==> src/rtl/register_bank_ctrl.sv <==
// Round-robin arbiter and op sequencer for two requesters in front of the 8x8 register bank.
// Optional feature: define REGBANK_CLEAR_EN to make op 2'b11 a CLEAR; otherwise it completes with rsp_err.
module register_bank_ctrl #(
  parameter int DATA_WIDTH = 8,
  parameter int ADDR_WIDTH = 3
) (
  input  logic                  clock,
  input  logic                  reset,
  input  logic                  req0_valid,
  output logic                  req0_ready,
  input  logic [1:0]            req0_op,
  input  logic [ADDR_WIDTH-1:0] req0_addr_a,
  input  logic [ADDR_WIDTH-1:0] req0_addr_b,
  input  logic [DATA_WIDTH-1:0] req0_wdata,
  input  logic                  req1_valid,
  output logic                  req1_ready,
  input  logic [1:0]            req1_op,
  input  logic [ADDR_WIDTH-1:0] req1_addr_a,
  input  logic [ADDR_WIDTH-1:0] req1_addr_b,
  input  logic [DATA_WIDTH-1:0] req1_wdata,
  output logic                  rsp_valid,
  output logic                  rsp_id,
  output logic [DATA_WIDTH-1:0] rsp_data,
  output logic                  rsp_err,
  output logic                  bank_write_data,
  output logic                  bank_read_data,
  output logic [ADDR_WIDTH-1:0] bank_in_select,
  output logic [ADDR_WIDTH-1:0] bank_out_select,
  output logic [DATA_WIDTH-1:0] bank_in_data,
  input  logic [DATA_WIDTH-1:0] bank_out_data
);

  typedef enum logic [2:0] {
    ST_IDLE,
    ST_RD,
    ST_WR,
    ST_SW1,
    ST_SW2,
    ST_SW3,
    ST_CLR,
    ST_ERR
  } state_t;

  localparam logic [1:0] OP_READ  = 2'b00;
  localparam logic [1:0] OP_WRITE = 2'b01;
  localparam logic [1:0] OP_SWAP  = 2'b10;

  state_t                r_state;
  state_t                w_nextState;
  logic [1:0]            r_op;
  logic [ADDR_WIDTH-1:0] r_addrA;
  logic [ADDR_WIDTH-1:0] r_addrB;
  logic [DATA_WIDTH-1:0] r_wdata;
  logic                  r_id;
  logic                  r_lastGrant;
  logic [DATA_WIDTH-1:0] r_tmp;
  logic                  r_rspValid;
  logic                  r_rspId;
  logic [DATA_WIDTH-1:0] r_rspData;
  logic                  r_rspErr;

  logic                  w_grantValid;
  logic                  w_grantId;
  logic                  w_accept;
  logic [1:0]            w_selOp;
  logic [ADDR_WIDTH-1:0] w_selAddrA;
  logic [ADDR_WIDTH-1:0] w_selAddrB;
  logic [DATA_WIDTH-1:0] w_selWdata;

  // On a tie the requester that did not win last time is granted, so neither side starves.
  always_comb begin
    w_grantValid = 1'b0;
    w_grantId    = 1'b0;
    if (req0_valid && req1_valid) begin
      w_grantValid = 1'b1;
      w_grantId    = ~r_lastGrant;
    end else if (req0_valid) begin
      w_grantValid = 1'b1;
      w_grantId    = 1'b0;
    end else if (req1_valid) begin
      w_grantValid = 1'b1;
      w_grantId    = 1'b1;
    end
  end

  assign w_accept   = reset && (r_state == ST_IDLE) && w_grantValid;
  assign req0_ready = w_accept && !w_grantId;
  assign req1_ready = w_accept && w_grantId;

  assign w_selOp    = w_grantId ? req1_op     : req0_op;
  assign w_selAddrA = w_grantId ? req1_addr_a : req0_addr_a;
  assign w_selAddrB = w_grantId ? req1_addr_b : req0_addr_b;
  assign w_selWdata = w_grantId ? req1_wdata  : req0_wdata;

  always_comb begin
    w_nextState = r_state;
    case (r_state)
      ST_IDLE: begin
        if (w_accept) begin
          case (w_selOp)
            OP_READ:  w_nextState = ST_RD;
            OP_WRITE: w_nextState = ST_WR;
            OP_SWAP:  w_nextState = ST_SW1;
`ifdef REGBANK_CLEAR_EN
            default:  w_nextState = ST_CLR;
`else
            default:  w_nextState = ST_ERR;
`endif
          endcase
        end
      end
      ST_SW1:  w_nextState = ST_SW2;
      ST_SW2:  w_nextState = ST_SW3;
      ST_RD, ST_WR, ST_SW3, ST_CLR, ST_ERR: w_nextState = ST_IDLE;
      default: w_nextState = ST_IDLE;
    endcase
  end

  // Strobes are gated by reset so an abort suppresses the bank access in the same cycle.
  always_comb begin
    bank_write_data = 1'b0;
    bank_read_data  = 1'b0;
    bank_in_select  = '0;
    bank_out_select = '0;
    bank_in_data    = '0;
    if (reset) begin
      case (r_state)
        ST_RD: begin
          bank_read_data  = 1'b1;
          bank_out_select = r_addrA;
        end
        ST_WR: begin
          bank_write_data = 1'b1;
          bank_in_select  = r_addrA;
          bank_in_data    = r_wdata;
        end
        ST_SW1: begin
          bank_read_data  = 1'b1;
          bank_out_select = r_addrA;
        end
        ST_SW2: begin
          bank_read_data  = 1'b1;
          bank_out_select = r_addrB;
          bank_write_data = 1'b1;
          bank_in_select  = r_addrA;
          bank_in_data    = bank_out_data;
        end
        ST_SW3: begin
          bank_write_data = 1'b1;
          bank_in_select  = r_addrB;
          bank_in_data    = r_tmp;
        end
`ifdef REGBANK_CLEAR_EN
        ST_CLR: begin
          bank_write_data = 1'b1;
          bank_in_select  = r_addrA;
          bank_in_data    = '0;
        end
`endif
        default: begin
        end
      endcase
    end
  end

  always_ff @(posedge clock) begin
    if (!reset) begin
      r_state <= ST_IDLE;
    end else begin
      r_state <= w_nextState;
    end
  end

  // Request latch, swap temporary and registered response; rsp_valid is a single-cycle pulse.
  always_ff @(posedge clock) begin
    if (!reset) begin
      r_op        <= '0;
      r_addrA     <= '0;
      r_addrB     <= '0;
      r_wdata     <= '0;
      r_id        <= 1'b0;
      r_lastGrant <= 1'b1;
      r_tmp       <= '0;
      r_rspValid  <= 1'b0;
      r_rspId     <= 1'b0;
      r_rspData   <= '0;
      r_rspErr    <= 1'b0;
    end else begin
      r_rspValid <= 1'b0;
      case (r_state)
        ST_IDLE: begin
          if (w_accept) begin
            r_op        <= w_selOp;
            r_addrA     <= w_selAddrA;
            r_addrB     <= w_selAddrB;
            r_wdata     <= w_selWdata;
            r_id        <= w_grantId;
            r_lastGrant <= w_grantId;
          end
        end
        ST_RD: begin
          r_rspValid <= 1'b1;
          r_rspId    <= r_id;
          r_rspData  <= bank_out_data;
          r_rspErr   <= 1'b0;
        end
        ST_WR: begin
          r_rspValid <= 1'b1;
          r_rspId    <= r_id;
          r_rspData  <= r_wdata;
          r_rspErr   <= 1'b0;
        end
        ST_SW1: begin
          r_tmp <= bank_out_data;
        end
        ST_SW3: begin
          r_rspValid <= 1'b1;
          r_rspId    <= r_id;
          r_rspData  <= r_tmp;
          r_rspErr   <= 1'b0;
        end
        ST_CLR: begin
          r_rspValid <= 1'b1;
          r_rspId    <= r_id;
          r_rspData  <= '0;
          r_rspErr   <= 1'b0;
        end
        ST_ERR: begin
          r_rspValid <= 1'b1;
          r_rspId    <= r_id;
          r_rspData  <= '0;
          r_rspErr   <= 1'b1;
        end
        default: begin
        end
      endcase
    end
  end

  assign rsp_valid = r_rspValid;
  assign rsp_id    = r_rspId;
  assign rsp_data  = r_rspData;
  assign rsp_err   = r_rspErr;

endmodule

==> config.mk <==
export PLATFORM = sky130hd
export DESIGN_NAME = register_bank_ctrl
export DESIGN_NICKNAME = d
export VERILOG_FILES = /design/src/rtl/register_bank_ctrl.sv
export SDC_FILE = /design/constraint.sdc
export NUM_CORES = 1
export LEC_CHECK = 0
export BUFFER_PORTS_ARGS = -buffer_cell sky130_fd_sc_hd__buf_2
export CAP_MARGIN = 10
export CORE_AREA = 2 2 86 88
export DETAILED_ROUTE_END_ITERATION = 10
export DIE_AREA = 0 0 88 90
export GPL_TIMING_DRIVEN = 0
export HOLD_SLACK_MARGIN = 0.12
export PLACE_DENSITY_LB_ADDON = 0.05
export SYNTH_ARGS = -nofsm -noshare
export SYNTH_HDL_FRONTEND = slang
export SYNTH_SLANG_ARGS = --single-unit
==> constraint.sdc <==
create_clock -name clock -period 2.05 [get_ports clock]
set_clock_uncertainty 0.1 [all_clocks]
set_input_delay 0.205 -clock clock [delete_from_list [all_inputs] [get_ports clock]]
set_output_delay 0.205 -clock clock [all_outputs]
set_load 0.01 [all_outputs]
==> impl_metrics.ini, run 1 <==
[status]
outcome = finished clean

[sta]
maxSlewViolCount = 0
period_minus_slack_ps = 2020
fmax_mhz = 495
worstMarginPinSlew_ps = 540
worst_hold_slack_ps = 147
setup_viol = 0
fin_ws_ps = 29.0
slew_headroom_pct = 64.0
hold_viol_final = 0
finalCritPeriodShare_pct = 98.6

[worst_setup_path]
start_kind = flip-flop
cp_max_fo = 3
worstPathArrival_ps = 1720
cp_cell_sequence = or4b_4 -> buf_6 -> nor3b_4 -> buf_6 -> buf_2
crit_path_frequent_cell = buf_6
critPathKind = reg2out
critPathSlowestCell = or4b_4
cp_slowest_stage_delay_ps = 520
worstRegToRegCells = 6
required_ps = 1750
endpoint_kind = output pin

[flow_run]
maxCapViolCount = 0

[global_route]
grt.total_usage_pct = 17.9
antenna_found_initial = 0
gr-total-overflow = 0
grt_pass1_wl_um = 11100
grt_pass1_vias = 2161
grt_max_degree = 12

[route]
drt_first_pass_iters = 4
viasPerCell = 4.79
wl_per_cell_um = 14.9
drc_errors = 0
vias = 2217
first_iter_violations = 72
drt-total-wl_um = 6880
drtAntennaViolNets = 0

[finish]
drive_above_1_share_pct = 35.2
nFillCells = 754
antenna_cells = 0
multiInputGateArea_um2 = 1160
fin_cells = 463
syn2layout_area_growth_pct = 48.3
fin_nets = 407
design_area_um2 = 3040
seq_area_um2 = 764

[hold_path]
holdPathStages = 3
hold_class = in2reg

[floorplanning]
rows = 31
initial_utilization_pct = 29.2
ios = 73
die_y_um = 90
die_area_um2 = 7920
core_area_um2 = 7020
die_x_um = 88

[pwr]
p_comb_share_pct = 33.6
p_leak_nw = 1.33
p_total_mw = 2.22
p_sw_mw = 0.739
seqPwrFrac_pct = 41.5
netSwitchingFraction_pct = 33.2
powerDensity_nw_per_um2 = 731
ir_drop_mv = 0.256
clockPowerShare_pct = 24.9
p_int_mw = 1.49

[synth]
yosysSeqAreaShare_pct = 37.1
syn_avg_cell_area_um2 = 8.21
ys_warn_count = 0
synthesis.area_um2 = 2050
ys_ff_latch = 38
ys_types = 38
synth_area_leaders = dfxtp_1, a221o_1, nand2_1
yosysTopAreaCell = dfxtp_1
synthCells = 250
synth_top_area_share_pct = 37.1
syn-num-nets = 294

[cts]
cts_tree = yes
htreeDepth = 2
clk_pin_slew_ps = 80
cts.sinks = 38
cts_root_buffer = clkbuf_8
cts_buffers = 5
clock_path_buffers = 2
clk_latency_ps = 290

[placed_design]
place_ws_ps = -424
dpl.cell_count = 420
dp_hpwl_um = 4710
dpl_cell_area_um2 = 2530
io_buffers = 71
gp_congestion = 0.792
[critical path, delay by kind of cell (launching register included)]
family / cells / cell delay (ps)
buf+inv: 3 / 370
flops: 1 / 330
simple gates: 2 / 710
[what timing repair did]
item                                    CTS  global route
endpoints found under the hold margin    31             0
buffers inserted                          7             5
hold buffers                             24             0
pin swaps                                 4             2
resized for setup                        25            15
endpoints found under the setup margin   20            24
[per-stage QoR]
stage / TNS [ps] / util (%)
final: 0 / 43.3
after CTS: 0 / 42.4
after global placement: -2950 / 36.1
after floorplan: 0 / -
after detailed placement: -3100 / 36.1
after global routing: -9.27 / 43.3
[power by group through the flow]
stage	Combinational [mW]	Sequential [mW]	Clock [mW]
2_1_floorplan	0.398	0.921	0
3_3_place_gp	0.616	0.936	0
3_5_place_dp	0.618	0.937	0
4_1_cts	0.719	0.921	0.567
5_1_grt	0.818	0.938	0.593
6_report	0.748	0.923	0.554
[routing by layer]
metal  up-vias  track usage, %  share of wire [%]
met4         0            4.36                1.0
met1      1030            24.6                 48
li1       1132               -                  -
met2        50            28.7                 47
met5         -               0                  0
met3         5            3.21                4.1
[state kept, by name, summed over array words and instances (netlist names)]
register and flops:
r_wdata 8, rsp_valid 1, rsp_err 1, r_tmp 8, r_addrA 3, r_id 1
r_state 3, r_lastGrant 1, rsp_data 8, rsp_id 1, r_addrB 3
[area by class of cell]
type	instances	area share, %
multi-input combinational	176	38.3
sequential	38	25.1
tap	99	4.07
clock inverter	1	0.164
timing repair buffer	107	22.5
buffer	19	5.02
clock buffer	7	2.84
inverter	16	1.97
[synth_stat cells]
| library cell | number |
|---|---|
| inv_1 | 15 |
| clkinv_1 | 1 |
| nand2_1 | 34 |
| dfxtp_1 | 38 |
| mux2_2 | 8 |
| mux2i_1 | 2 |
| and3b_1 | 2 |
| o2111a_1 | 2 |
| a22oi_1 | 9 |
| o21a_4 | 1 |
| a21bo_2 | 1 |
| nor3b_1 | 1 |
| and2_1 | 1 |
| nor4bb_1 | 1 |
| a21oi_1 | 25 |
| buf_1 | 3 |
| nand3_1 | 4 |
| a2111oi_2 | 1 |
| o211ai_1 | 2 |
| nor2b_1 | 4 |
| nor3b_2 | 1 |
| clkbuf_1 | 12 |
| nand2b_1 | 2 |
| a221o_1 | 14 |
| or2_1 | 1 |
| or3_1 | 1 |
| or4b_1 | 1 |
| dlymetal6s2s_1 | 1 |
| nand3b_1 | 8 |
| nor3b_4 | 1 |
| xor2_1 | 1 |
| a311oi_1 | 5 |
| a21o_1 | 2 |
| o21ai_0 | 10 |
| a31oi_1 | 1 |
| nor3_1 | 16 |
| nor2_1 | 14 |
| buf_6 | 4 |
[cells in the final DEF (no fill, tap or decap), drive strengths merged, types with 3 or more instances in the layout]
cell         Yosys  layout
inv             15      15
a21oi           25      25
nor2            14      14
a221o           14      14
a22oi            9       9
buf              7      92
clkbuf          12      17
nor3            16      16
nor3b            3       3
dfxtp           38      38
nand3            4       4
mux2             8       8
nand2           34      34
dlygate4sd3      0      24
nor2b            4       4
nand3b           8       8
a311oi           5       5
o21ai           10      10
[final timing paths]
| check | startpoint | end | slack [ps] |
|---|---|---|---|
| setup / recovery | r_state[0]$_SDFFE_PN0P_ | req0_ready | 30 |
| hold / removal | req0_op[1] | r_state[1]$_SDFFE_PN0P_ | 150 |
| setup reg to reg | r_state[0]$_SDFFE_PN0P_ | r_wdata[7]$_SDFFE_PN0P_ | 40 |
| hold reg to reg | r_tmp[0]$_SDFFE_PN0N_ | r_tmp[0]$_SDFFE_PN0N_ | 360 |
[logic make-up after synthesis]
kind of cell | synth area share (%)
and+or+nand+nor | 23.0
AOI/OAI and AO/OA | 25.6
DFF | 37.1
buffers and inverters | 8.47
muxes | 5.37
xor gates and xnor gates | 0.427
Power figures use the tool's default switching activity.
==> inputs of run 2 (changes only) <==
CTS_BUF_LIST = sky130_fd_sc_hd__clkbuf_16   (was unset)
GPL_ROUTABILITY_DRIVEN = 0   (was unset)
PLACE_DENSITY = 0.62   (was unset)
PLACE_DENSITY_LB_ADDON = unset   (was 0.05)
==> run 2 against run 1 <==
Effect of this change: first-iteration DRC count is 58% higher; die area is the same; critical path type unchanged; worst hold slack got worse by 26 ps; largest power group unchanged; critical path depth is 1 higher.
==> impl_metrics.ini, run 2 (synthesized netlist as in run 1, its figures left out) <==
[worst_setup_path]
crit_start = r_state[0]$_SDFFE_PN0P_
critPathKind = reg2out
crit_path_frequent_cell = buf_8
endpoint_kind = output pin
critPathSlowestCell = nor3b_4
worstPathArrival_ps = 1700
worstReg2RegStart = r_state[2]$_SDFFE_PN0P_
cp_max_fo = 10
start_kind = flip-flop
cp_cell_sequence = buf_8 -> buf_8 -> nor3b_4 -> nand2_1 -> a21oi_2 -> buf_2
cp_slowest_stage_delay_ps = 370
required_ps = 1750

[sta]
maxSlewViolCount = 0
fin_ws_ps = 47.1
slew_headroom_pct = 64.3
hold_viol_final = 0
worstMarginPinSlew_ps = 535
finalCritPeriodShare_pct = 97.7
tns_ps = 0
fmax_mhz = 499
setup_viol = 0
worst_hold_slack_ps = 121
period_minus_slack_ps = 2000

[pwr]
p_comb_share_pct = 30.7
p_int_mw = 1.65
seqPwrFrac_pct = 38.6
p_leak_nw = 1.35
powerDensity_nw_per_um2 = 777
p_sw_mw = 0.746
clockPowerShare_pct = 30.7
p_total_mw = 2.40
netSwitchingFraction_pct = 31.2
ir_drop_mv = 0.458

[route]
met3_length_um = 398
drt-total-wl_um = 6500
wl_met1_um = 2950
vias = 2239
wl_per_cell_um = 14.1
drc_errors = 0
drt_first_pass_iters = 4
drtAntennaViolNets = 0
dr_wl_met2_um = 3090
routed.top_layer = met4
viasPerCell = 4.86
first_iter_violations = 114

[cts]
cts_buffers = 5
cts.sinks = 38
clock_path_buffers = 2
clk_latency_ps = 280
cts_root_buffer = clkbuf_16
htreeDepth = 2
clk_pin_slew_ps = 50
cts_tree = yes

[placed_design]
dpl_cell_area_um2 = 2530
io_buffers = 71
dpl.cell_count = 420
place_ws_ps = -375
dp_hpwl_um = 4620

[floorplanning]
die_area_um2 = 7920
die_y_um = 90
die_x_um = 88
initial_utilization_pct = 29.2
rows = 31
core_area_um2 = 7020
ios = 73

[global_route]
grt_pass1_wl_um = 10400
grt_max_degree = 12
gr-total-overflow = 0
antenna_found_initial = 0
grt_pass1_vias = 2160
grt.total_usage_pct = 16.7

[finish]
final_cell_mix = buf_2, dfxtp_1, nand2_1
design_area_um2 = 3080
antenna_cells = 0
fin_cells = 461
fin_nets = 405
nFillCells = 724
final_util_pct = 43.9
syn2layout_area_growth_pct = 50.3
drive_above_1_share_pct = 35.1
layout_commonest_cell = buf_2

[hold_path]
min_from = reset
hold_class = in2reg

[flow_run]
maxCapViolCount = 0

[status]
outcome = finished clean
run 2: worst paths after layout:
| path | cells after the start | slack [ps] | to |
|---|---|---|---|
| setup / recovery | 6 | 50 | bank_in_data[2] |
| hold / removal | 3 | 120 | r_state[0]$_SDFFE_PN0P_ |
| setup reg to reg | 5 | 90 | r_wdata[0]$_SDFFE_PN0P_ |
| hold reg to reg | 2 | 350 | r_tmp[4]$_SDFFE_PN0N_ |
run 2: power by group through the flow:
stage	Combinational [mW]	Clock (mW)	Sequential [mW]
after CTS	0.716	0.742	0.918
after floorplan	0.398	0	0.921
after detailed placement	0.608	0	0.932
final	0.735	0.736	0.924
after global routing	0.810	0.776	0.935
after global placement	0.600	0	0.930
run 2: area by class of cell:
class / count / area [µm²] / share of cell area [%]
buffer: 18 / 148 / 4.79
sequential: 38 / 767 / 24.9
tap: 99 / 124 / 4.02
timing repair buffer: 106 / 678 / 22.0
clock inverter: 3 / 12.5 / 0.406
inverter: 16 / 60.1 / 1.95
multi-input combinational: 176 / 1170 / 37.9
clock buffer: 5 / 125 / 4.06
run 2: routing by layer:
layer / up-vias / GRT usage, %
met5: - / 0
met4: 0 / 4.36
met3: 7 / 3.31
met2: 61 / 26.9
met1: 1042 / 22.6
li1: 1129 / -
run 2: repair_timing:
item | in CTS | in global routing
setup buffers | 9 | 2
endpoints found under the hold margin | 28 | 0
pin swaps | 4 | 5
resized for setup | 20 | 24
setup endpoints to repair | 19 | 22
hold buffers | 24 | 0
run 2: worst max-delay path: cells and delay by family (launching register included):
| kind | cells | cell delay [ps] |
|---|---|---|
| simple gates | 2 | 500 |
| buf+inv | 3 | 430 |
| flops | 1 | 330 |
| compound gates | 1 | 170 |
==> inputs of run 3 (changes only) <==
PLACE_DENSITY = 0.64   (was 0.62)
clock period = 1.6 ns   (was 2.05 ns; I/O delays follow)
==> run 3 against run 2 <==
Effect of this change: the flow now finishes with violations (negative setup slack); clock power is 31% higher; final area is 19% higher; worst hold slack better by 62 ps; sequential share of layout area is 4.0 points lower; critical path type unchanged; largest cell class unchanged; highest routed layer unchanged.
==> impl_metrics.ini, run 3 (synthesized netlist as in run 1, its figures left out) <==
[status]
outcome = finished with violations
failed_checks = negative setup slack

[worst_setup_path]
cp_max_fo = 7
required_ps = 1340
cp_slowest_stage_delay_ps = 320
worstPathArrival_ps = 1700
critPathSlowestCell = dfxtp_2
start_kind = flip-flop
cpLargestDelayFamily = buffers and inverters
critPathKind = reg2out
cp_cell_sequence = buf_6 -> clkbuf_16 -> nor3b_4 -> buf_6 -> a22oi_2 -> a21oi_2 -> buf_2
endpoint_kind = output pin
path_buf_inv = 4
crit_path_frequent_cell = buf_6

[global_route]
met1_usage_pct = 22.2
grt_pass1_vias = 2411
grt.busiest_layer = met2
grt.total_usage_pct = 18.6
grt_pass1_wl_um = 11600
gr-total-overflow = 0
grt_max_degree = 13
antenna_found_initial = 0
grt_util_met3_pct = 4.13
met2_usage_pct = 32.1

[floorplanning]
rows = 31
initial_utilization_pct = 29.2
die_y_um = 90
core_area_um2 = 7020
die_x_um = 88
die_area_um2 = 7920
ios = 73

[cts]
clock_path_buffers = 2
htreeDepth = 2
cts_root_buffer = clkbuf_16
cts_buffers = 5
clk_latency_ps = 280
clk_pin_slew_ps = 60
cts.sinks = 38
cts_tree = yes

[sta]
hold_viol_final = 0
period_minus_slack_ps = 1960
worst_hold_slack_ps = 183
setup_viol = 39
finalCritPeriodShare_pct = 123
rsz0062_at_grt = true
slew_headroom_pct = 58.9
fin_ws_ps = -361
worstMarginPinSlew_ps = 614
fmax_mhz = 510
maxSlewViolCount = 0

[finish]
nFillCells = 604
multiInputGateArea_um2 = 1390
final_util_pct = 52.2
antenna_cells = 0
design_area_um2 = 3670
syn2layout_area_growth_pct = 78.7
layout_commonest_cell = buf_2
fin_nets = 431
final_cell_mix = buf_2, dfxtp_1, nand2_1
drive_above_1_share_pct = 49.5
seq_area_um2 = 764

[placed_design]
place_ws_ps = -433
io_buffers = 71
dpl_cell_area_um2 = 2550
dp_hpwl_um = 4570

[route]
wl_per_cell_um = 16.5
drt_first_pass_iters = 5
first_iter_violations = 173
vias = 2543
viasPerCell = 5.22
drt-total-wl_um = 8020
drc_errors = 0
drtAntennaViolNets = 0

[pwr]
p_leak_nw = 1.57
powerDensity_nw_per_um2 = 962
ir_drop_mv = 0.460

[flow_run]
maxCapViolCount = 0

[hold_path]
hold_class = in2reg
## run 3: where the power goes
part / total [mW] / switching (mW) / internal, mW
Combinational: 1.36 / 0.636 / 0.726
Clock: 0.964 / 0.395 / 0.569
Sequential: 1.20 / 0.119 / 1.08
## run 3: per-layer routing
layer  wire length, µm  part of all wire (%)
met5                 0                     0
met4               234                   2.9
met3               518                   6.5
met2              4050                    51
met1              3210                    40
## run 3: per-stage QoR
| step | std cells | TNS [ps] | total power [mW] |
|---|---|---|---|
| floorplan | 250 | -2870 | 1.70 |
| CTS | 481 | -8190 | 3.34 |
| global placement | 420 | -12880 | 1.97 |
| finish | 487 | -7480 | 3.53 |
| global route | 487 | -9760 | 3.68 |
| detailed placement | 420 | -14420 | 1.98 |
## run 3: path summary, 6_finish.rpt
| check | from | end | slack, ps | depth (start not counted) |
|---|---|---|---|---|
| min | req0_op[0] | r_state[2]$_SDFFE_PN0P_ | 180 | 4 |
| max reg2reg | r_state[2]$_SDFFE_PN0P_ | r_addrA[2]$_SDFFE_PN0P_ | -260 | 4 |
| max | r_state[2]$_SDFFE_PN0P_ | bank_in_data[1] | -360 | 7 |
| min reg2reg | r_tmp[0]$_SDFFE_PN0N_ | r_tmp[0]$_SDFFE_PN0N_ | 360 | 2 |
## run 3: layout make-up
| cell class | count | share of cell area (%) |
|---|---|---|
| multi-input combinational | 176 | 37.9 |
| sequential | 38 | 20.9 |
| tap | 99 | 3.38 |
| timing repair buffer | 133 | 26.5 |
| clock inverter | 3 | 0.444 |
| buffer | 17 | 5.87 |
| inverter | 16 | 1.64 |
| clock buffer | 5 | 3.41 |
## run 3: repair_timing
action	4_1_cts	5_1_grt
hold buffers	22	2
hold endpoints to repair	32	4
endpoints found under the setup margin	56	49
gates cloned	2	1
pin swaps	33	25
buffers inserted	38	10
gates resized for setup	83	42
## run 3: worst reg2reg max path: cells and delay by family (launching register included)
family	cells	cell delay (ps)
AOI/OAI and AO/OA	2	570
DFF	1	320
and+or+nand+nor	1	600
buffers and inverters	1	140
